==> src/rtl/packetfilt_dispatch_pkg.sv <==
// Shared definitions for the packet-filter dispatcher.
// Holds the lock-FSM state encoding, the default widths and the
// round-robin search helper that both arbiters use.
package packetfilt_dispatch_pkg;

    localparam int unsigned DEF_N_FILT = 4;
    localparam int unsigned DEF_ADDR_W = 9;
    localparam int unsigned DEF_DATA_W = 64;
    localparam int unsigned DEF_PLEN_W = 10;
    localparam int unsigned DROP_W     = 16;
    localparam int unsigned MAX_FILT   = 8;
    localparam int unsigned IDX_W      = 3;

    typedef enum logic {
        ST_IDLE   = 1'b0,
        ST_LOCKED = 1'b1
    } lock_state_e;

    typedef struct packed {
        logic             found;
        logic [IDX_W-1:0] idx;
    } rr_pick_t;

    // First set bit of ready_vec, searching from last+1 and wrapping modulo n.
    function automatic rr_pick_t next_rr(input logic [MAX_FILT-1:0] ready_vec,
                                         input logic [IDX_W-1:0]    last,
                                         input int unsigned         n);
        rr_pick_t    pick;
        int unsigned cand;
        pick = '0;
        for (int unsigned k = 1; k <= MAX_FILT; k++) begin
            cand = (32'(last) + k) % n;
            if (k <= n && !pick.found && ready_vec[cand[IDX_W-1:0]]) begin
                pick.found = 1'b1;
                pick.idx   = cand[IDX_W-1:0];
            end
        end
        return pick;
    endfunction

endpackage

==> src/rtl/packetfilt_dispatch_rr_lock_arb.sv <==
// Lock-on round-robin arbiter.
// Grants one requester whose req bit is high, holds the grant until
// release_req, then resumes searching after the last granted index.
// Ports: clk, resetn (async active-low), req[N] per-requester ready,
//        release_req end-of-packet pulse, locked (registered grant
//        valid), sel (granted index, stable while locked and after).
module rr_lock_arb
    import packetfilt_dispatch_pkg::*;
#(
    parameter int unsigned N = 4,
    localparam int unsigned SEL_W = $clog2(N)
) (
    input  logic             clk,
    input  logic             resetn,
    input  logic [N-1:0]     req,
    input  logic             release_req,
    output logic             locked,
    output logic [SEL_W-1:0] sel
);

    lock_state_e      state_q, state_d;
    logic [SEL_W-1:0] sel_q, sel_d;
    logic [SEL_W-1:0] last_q, last_d;
    rr_pick_t         pick;

    // Next-state: search in IDLE, hold in LOCKED until the release pulse.
    always_comb begin
        state_d = state_q;
        sel_d   = sel_q;
        last_d  = last_q;
        pick    = next_rr(MAX_FILT'(req), IDX_W'(last_q), N);
        case (state_q)
            ST_IDLE: begin
                if (pick.found) begin
                    sel_d   = SEL_W'(pick.idx);
                    state_d = ST_LOCKED;
                end
            end
            ST_LOCKED: begin
                // Release regardless of the requester's ready level.
                if (release_req) begin
                    last_d  = sel_q;
                    state_d = ST_IDLE;
                end
            end
            default: state_d = ST_IDLE;
        endcase
    end

    // State, select and round-robin pointer registers.
    always_ff @(posedge clk or negedge resetn) begin
        if (!resetn) begin
            state_q <= ST_IDLE;
            sel_q   <= '0;
            last_q  <= SEL_W'(N - 1);
        end else begin
            state_q <= state_d;
            sel_q   <= sel_d;
            last_q  <= last_d;
        end
    end

    assign locked = (state_q == ST_LOCKED);
    assign sel    = sel_q;

endmodule

==> src/rtl/packetfilt_dispatch.sv <==
// Round-robin dispatcher sharing one snooper and one forwarder among
// N_FILT packet filters. Each side locks onto a ready filter for one
// packet and steers strobes/data to it; sides are independent.
// Ports: snooper_* / forwarder_* upstream interfaces, ready_for_* lock
// status, filt_* flattened per-filter vectors (filter i = slice i),
// drop_count saturating count of snooper strobes seen while unlocked.
module packetfilt_dispatch
    import packetfilt_dispatch_pkg::*;
#(
    parameter int unsigned N_FILT               = DEF_N_FILT,
    parameter int unsigned SNOOP_FWD_ADDR_WIDTH = DEF_ADDR_W,
    parameter int unsigned DATA_WIDTH           = DEF_DATA_W,
    parameter int unsigned PLEN_WIDTH           = DEF_PLEN_W
) (
    input  logic                              axi_aclk,
    input  logic                              axi_aresetn,
    input  logic [SNOOP_FWD_ADDR_WIDTH-1:0]   snooper_wr_addr,
    input  logic [DATA_WIDTH-1:0]             snooper_wr_data,
    input  logic                              snooper_wr_en,
    input  logic                              snooper_done,
    output logic                              ready_for_snooper,
    input  logic [SNOOP_FWD_ADDR_WIDTH-1:0]   forwarder_rd_addr,
    input  logic                              forwarder_rd_en,
    input  logic                              forwarder_done,
    output logic [DATA_WIDTH-1:0]             forwarder_rd_data,
    output logic                              ready_for_forwarder,
    output logic [PLEN_WIDTH-1:0]             len_to_forwarder,
    output logic [SNOOP_FWD_ADDR_WIDTH-1:0]   filt_wr_addr,
    output logic [DATA_WIDTH-1:0]             filt_wr_data,
    output logic [N_FILT-1:0]                 filt_wr_en,
    output logic [N_FILT-1:0]                 filt_snooper_done,
    input  logic [N_FILT-1:0]                 filt_ready_for_snooper,
    output logic [SNOOP_FWD_ADDR_WIDTH-1:0]   filt_rd_addr,
    output logic [N_FILT-1:0]                 filt_rd_en,
    output logic [N_FILT-1:0]                 filt_forwarder_done,
    input  logic [N_FILT*DATA_WIDTH-1:0]      filt_rd_data,
    input  logic [N_FILT-1:0]                 filt_ready_for_forwarder,
    input  logic [N_FILT*PLEN_WIDTH-1:0]      filt_len,
    output logic [DROP_W-1:0]                 drop_count
);

    localparam int unsigned SEL_W = $clog2(N_FILT);

    logic             snp_locked, fwd_locked;
    logic [SEL_W-1:0] snp_sel, fwd_sel;
    logic [DROP_W-1:0] drop_count_q, drop_count_d;
    logic             snp_orphan;

    rr_lock_arb #(.N(N_FILT)) u_snp_arb (
        .clk         (axi_aclk),
        .resetn      (axi_aresetn),
        .req         (filt_ready_for_snooper),
        .release_req (snooper_done),
        .locked      (snp_locked),
        .sel         (snp_sel)
    );

    rr_lock_arb #(.N(N_FILT)) u_fwd_arb (
        .clk         (axi_aclk),
        .resetn      (axi_aresetn),
        .req         (filt_ready_for_forwarder),
        .release_req (forwarder_done),
        .locked      (fwd_locked),
        .sel         (fwd_sel)
    );

    assign ready_for_snooper   = snp_locked;
    assign ready_for_forwarder = fwd_locked;
    assign filt_wr_addr        = snooper_wr_addr;
    assign filt_wr_data        = snooper_wr_data;
    assign filt_rd_addr        = forwarder_rd_addr;

    // One-hot strobe steering and return-path muxes keyed by each side's sel.
    always_comb begin
        filt_wr_en          = '0;
        filt_snooper_done   = '0;
        filt_rd_en          = '0;
        filt_forwarder_done = '0;
        forwarder_rd_data   = '0;
        len_to_forwarder    = '0;
        for (int unsigned i = 0; i < N_FILT; i++) begin
            if (SEL_W'(i) == snp_sel) begin
                filt_wr_en[i]        = snp_locked & snooper_wr_en;
                filt_snooper_done[i] = snp_locked & snooper_done;
            end
            if (SEL_W'(i) == fwd_sel) begin
                filt_rd_en[i]          = fwd_locked & forwarder_rd_en;
                filt_forwarder_done[i] = fwd_locked & forwarder_done;
                // sel holds after done, so trailing reads still see this slice.
                forwarder_rd_data = filt_rd_data[i*DATA_WIDTH +: DATA_WIDTH];
                len_to_forwarder  = filt_len[i*PLEN_WIDTH +: PLEN_WIDTH];
            end
        end
    end

    // Saturating count of snooper strobes with no filter locked.
    always_comb begin
        snp_orphan   = !snp_locked && (snooper_wr_en || snooper_done);
        drop_count_d = drop_count_q;
        if (snp_orphan && (drop_count_q != '1)) begin
            drop_count_d = drop_count_q + DROP_W'(1);
        end
    end

    always_ff @(posedge axi_aclk or negedge axi_aresetn) begin
        if (!axi_aresetn) begin
            drop_count_q <= '0;
        end else begin
            drop_count_q <= drop_count_d;
        end
    end

    assign drop_count = drop_count_q;

endmodule

==> config.mk <==
export PLATFORM = sky130hd
export DESIGN_NAME = packetfilt_dispatch
export DESIGN_NICKNAME = d
export VERILOG_FILES = /design/src/rtl/packetfilt_dispatch_pkg.sv /design/src/rtl/packetfilt_dispatch_rr_lock_arb.sv /design/src/rtl/packetfilt_dispatch.sv
export SDC_FILE = /design/constraint.sdc
export NUM_CORES = 1
export LEC_CHECK = 0
export ABC_AREA = 1
export CORE_AREA = 3 3 224 226
export DETAILED_ROUTE_END_ITERATION = 10
export DIE_AREA = 0 0 227 229
export PLACE_DENSITY = 0.45
export SLEW_MARGIN = 20
export SYNTH_ARGS = -nofsm -noshare
export SYNTH_HDL_FRONTEND = slang
export SYNTH_SLANG_ARGS = --single-unit
==> constraint.sdc <==
create_clock -name axi_aclk -period 3.75 [get_ports axi_aclk]
set_clock_uncertainty 0.15 [all_clocks]
set_input_delay 0.75 -clock axi_aclk [delete_from_list [all_inputs] [get_ports axi_aclk]]
set_output_delay 0.75 -clock axi_aclk [all_outputs]
set_load 0.01 [all_outputs]
==> run summary <==
Cell type group with the largest total delay on the critical path: buffers and inverters. The biggest cell delay along the critical path is 0.63 ns, and the clock share of power is 0.057. After detailed routing, the number of vias per cell comes to 3.75. The power share of the combinational group was 0.838.

CTS saw 26 sinks. Once detailed placement completed, the half-perimeter wirelength came to 27200 microns. The highest ir drop seen on vdd was 339 uV; the routability-driven placement congestion ratio was 0.925. The post-synth net total was 1157; the proportion of synthesized chip area in sequential cells was 0.149. The run gives 0.183 as the post-layout utilization of the core. The period utilization works out to 0.929.

For the number of slew-limit violations in the final report, the log shows 0. The number of buffers between clock root and the deepest sink was 2; the critical path data required time was 2.85 ns. Kind of end point of the critical path: an output port. The most common flop cell mapped by yosys is dfrtp_1. The async set-or-reset flop fraction in the synthesized netlist was 1.00; the number of hold buffers added after cts was 0. The tools report the wire length after detailed routing as 32500 microns. The logs give 6406 for the number of global-route vias before repair and 0 for the number of setup violations in the final report. For the final routed database, the setup TNS stands at 0 ns. The top fanout value on the critical path came out at 15. The clock reaches the later pin of the worst-skew pair after 0.27 ns. The tools report the distinct cell type count after synthesis as 31. The run finished with clean final reports.

The internal power of the cells totals 2.89 mW. The run gives 0.520 as the headroom to the max-slew limit. The first detailed-routing pass took 5 iterations.

Global routing finished with a remaining overflow of 0. The floorplan step set the die width to 227 microns. The run gives 2 as the initial antenna violation count. The tools report the CTS root buffer as clkbuf_16. The die is 229 microns tall. TritonCTS built the clock tree. The routed via count is 6398. The logs give 0.0906 for the effective utilization at floorplan and 2.59 ns for the data arrival time of the critical path. The total core area was 0.0485 sq mm; the power share of the sequential group was 0.105.

The filler cell count in the final layout was 5559. Derived from the worst setup path, the maximum achievable clock frequency is 287 MHz. The startpoint kind of the worst setup timing path was a flip-flop.

Pin placement for this block handled 582 I/O pins. The number of hold-slack violations in the final timing report is 0. For this design the ratio of total power to cell area is 649 mW/mm^2.

Entering global routing, the biggest net connects 67 pins. The post-synthesis cell count is 764. The highest-delay cell along the critical path is clkdlybuf4s50_1.

The tools report the count of unresolved DRC violations after routing as 0. The leakage power total is 3.45 nW. The count of flip-flops with a built-in enable after synthesis was 0; the flip-flop and latch count after synthesis was 26. The wire length of the first global-routing pass was 43600 microns; the net total in the final layout was 1476.

The synthesized area came out at 0.00440 sq mm. The critical path is of the flip-flop to output port type. The total routing resource utilization after global routing is 0.115, and the yosys synthesis warning count is 0. Across the run, the number of max-cap violations was 0.

Port buffering added 417 buffers. The number of clock buffers added by TritonCTS is 3. Walking the worst path, the cells encountered are nand2_4 -> inv_2 -> buf_4 -> a221oi_1 -> a21oi_1 -> clkdlybuf4s50_1. The path type of the worst min-delay path is flip-flop to flip-flop. The initialized floorplan defines 81 standard-cell rows. The ratio of cells with drive above 1 in the final layout came out at 0.0647.

For the net switching component of the power, the log shows 2.89 mW. Setup repair after global routing left no endpoint under its margin. Counting both buffers and inverters, the worst setup path holds a total of 3. Counting I/O delays and the setup requirement, the final critical path takes 3.49 ns.

In this run, placement finished with an instance count of 1698. The mean cell area of the mapped netlist is 5.76 sq um, and the antenna diode count is 0. Signed area change from the synthesized netlist to the final layout: 102%. The switching share of power is 0.500, and the DRC violation total after the first TritonRoute iteration is 246. For the pin with the worst max-slew slack, the measured transition is 0.720 ns. After detailed routing, the average wire length per cell comes to 19.1 microns. Clock-pin slew was measured on the worst setup and hold paths at 0.07 ns.

The number of H-tree branching levels is 1, and the remaining antenna violation count is 0. The non-filler instance count after layout was 1704. The die covers 0.0520 sq mm.
-- power by group through the flow --
| stage | logic [mW] | registers (mW) | clock network (mW) |
|---|---|---|---|
| after floorplan | 2.29 | 0.522 | 0 |
| after global placement | 4.88 | 0.616 | 0 |
| after detailed placement | 4.88 | 0.615 | 0 |
| after CTS | 4.92 | 0.614 | 0.344 |
| after global routing | 5.26 | 0.637 | 0.356 |
| final | 4.84 | 0.606 | 0.327 |
-- synthesized netlist by cell type, drive strengths merged (2+ instances only) --
master / n / share of area
nand3: 70 / 0.082
a221oi: 25 / 0.050
xnor2: 2 / 0.0040
dfrtp: 22 / 0.13
o21ai: 12 / 0.018
nand4: 55 / 0.078
a21oi: 27 / 0.031
inv: 44 / 0.039
clkbuf: 15 / 0.013
xor2: 10 / 0.020
buf: 112 / 0.18
nor2: 56 / 0.053
dfstp: 4 / 0.024
nor3: 15 / 0.018
nand2: 291 / 0.25
-- sequential cells by signal, summed over array words and instances (netlist names) --
name and flops:
u_fwd_arb.locked 1, u_fwd_arb.sel 2, u_snp_arb.sel 2, drop_count 16, u_snp_arb.locked 1, u_snp_arb.last_q 2, u_fwd_arb.last_q 2
-- final cells by class --
cell class	instances	area (sq um)	area share
clock buffers	3	75.1	0.00843
clock inverters	1	30.0	0.00337
inverters	44	170	0.0191
multi-input cells	567	2730	0.306
flip-flops and latches	26	659	0.0741
well taps	622	778	0.0874
repair buffers	441	4460	0.501
-- per-stage QoR --
| step | hold WS (ns) | area (sq um) | setup WS [ns] | total power, mW |
|---|---|---|---|---|
| after floorplan | 0.304 | 4400 | 1.60 | 2.82 |
| after global placement | 0.356 | 8760 | 0.355 | 5.50 |
| after detailed placement | 0.370 | 8760 | 0.363 | 5.50 |
| after CTS | 0.387 | 8860 | 0.0596 | 5.87 |
| after global routing | 0.434 | 8900 | 0.0677 | 6.25 |
| final | 0.380 | 8900 | 0.265 | 5.78 |
-- placed cells by master (no fill, tap or decap), types with 14 or more instances in the layout --
master,netlist,routed
dfrtp_1,22,21
nand4_1,55,55
a21oi_1,27,27
a221oi_1,25,25
inv_1,37,37
nand3_1,68,68
nor3_1,14,14
buf_4,86,20
nor2_1,51,49
clkdlybuf4s50_1,0,411
nand2_1,283,283
-- repair_timing --
action,4_1_cts,5_1_grt
endpoints found under the setup margin,0,1
gates resized for setup,0,0
setup buffers,0,2
-- cell families after synthesis --
family | count (synthesis) | synth area share
buffers and inverters | 171 | 0.235
DFF | 26 | 0.149
muxes | 1 | 0.00256
and+or+nand+nor | 488 | 0.487
AOI/OAI and AO/OA | 65 | 0.100
xor gates and xnor gates | 12 | 0.0239
adders and majority gates | 1 | 0.00284
-- final timing paths --
path	from	to	slack [ns]	depth (start not counted)
setup reg to reg	drop_count[0]	drop_count[13]	1.57	8
setup / recovery	u_fwd_arb.sel[0]	forwarder_rd_data[55]	0.26	6
hold reg to reg	drop_count[5]	drop_count[5]	0.38	1
hold / removal	drop_count[5]	drop_count[5]	0.38	1
max in group asynchronous	axi_aresetn	u_fwd_arb.last_q[0]	2.17	2
min in group asynchronous	axi_aresetn	drop_count[7]	0.66	1
-- layer usage --
| layer | up-vias | global-route usage | part of all wire |
|---|---|---|---|
| met4 | 4 | 0.0508 | 0.050 |
| met1 | 2919 | 0.127 | 0.38 |
| met3 | 49 | 0.0390 | 0.10 |
| li1 | 3085 | - | - |
| met5 | - | 0.0104 | 0.00098 |
| met2 | 341 | 0.197 | 0.46 |
Note: power is estimated with default switching activity, not from simulation.
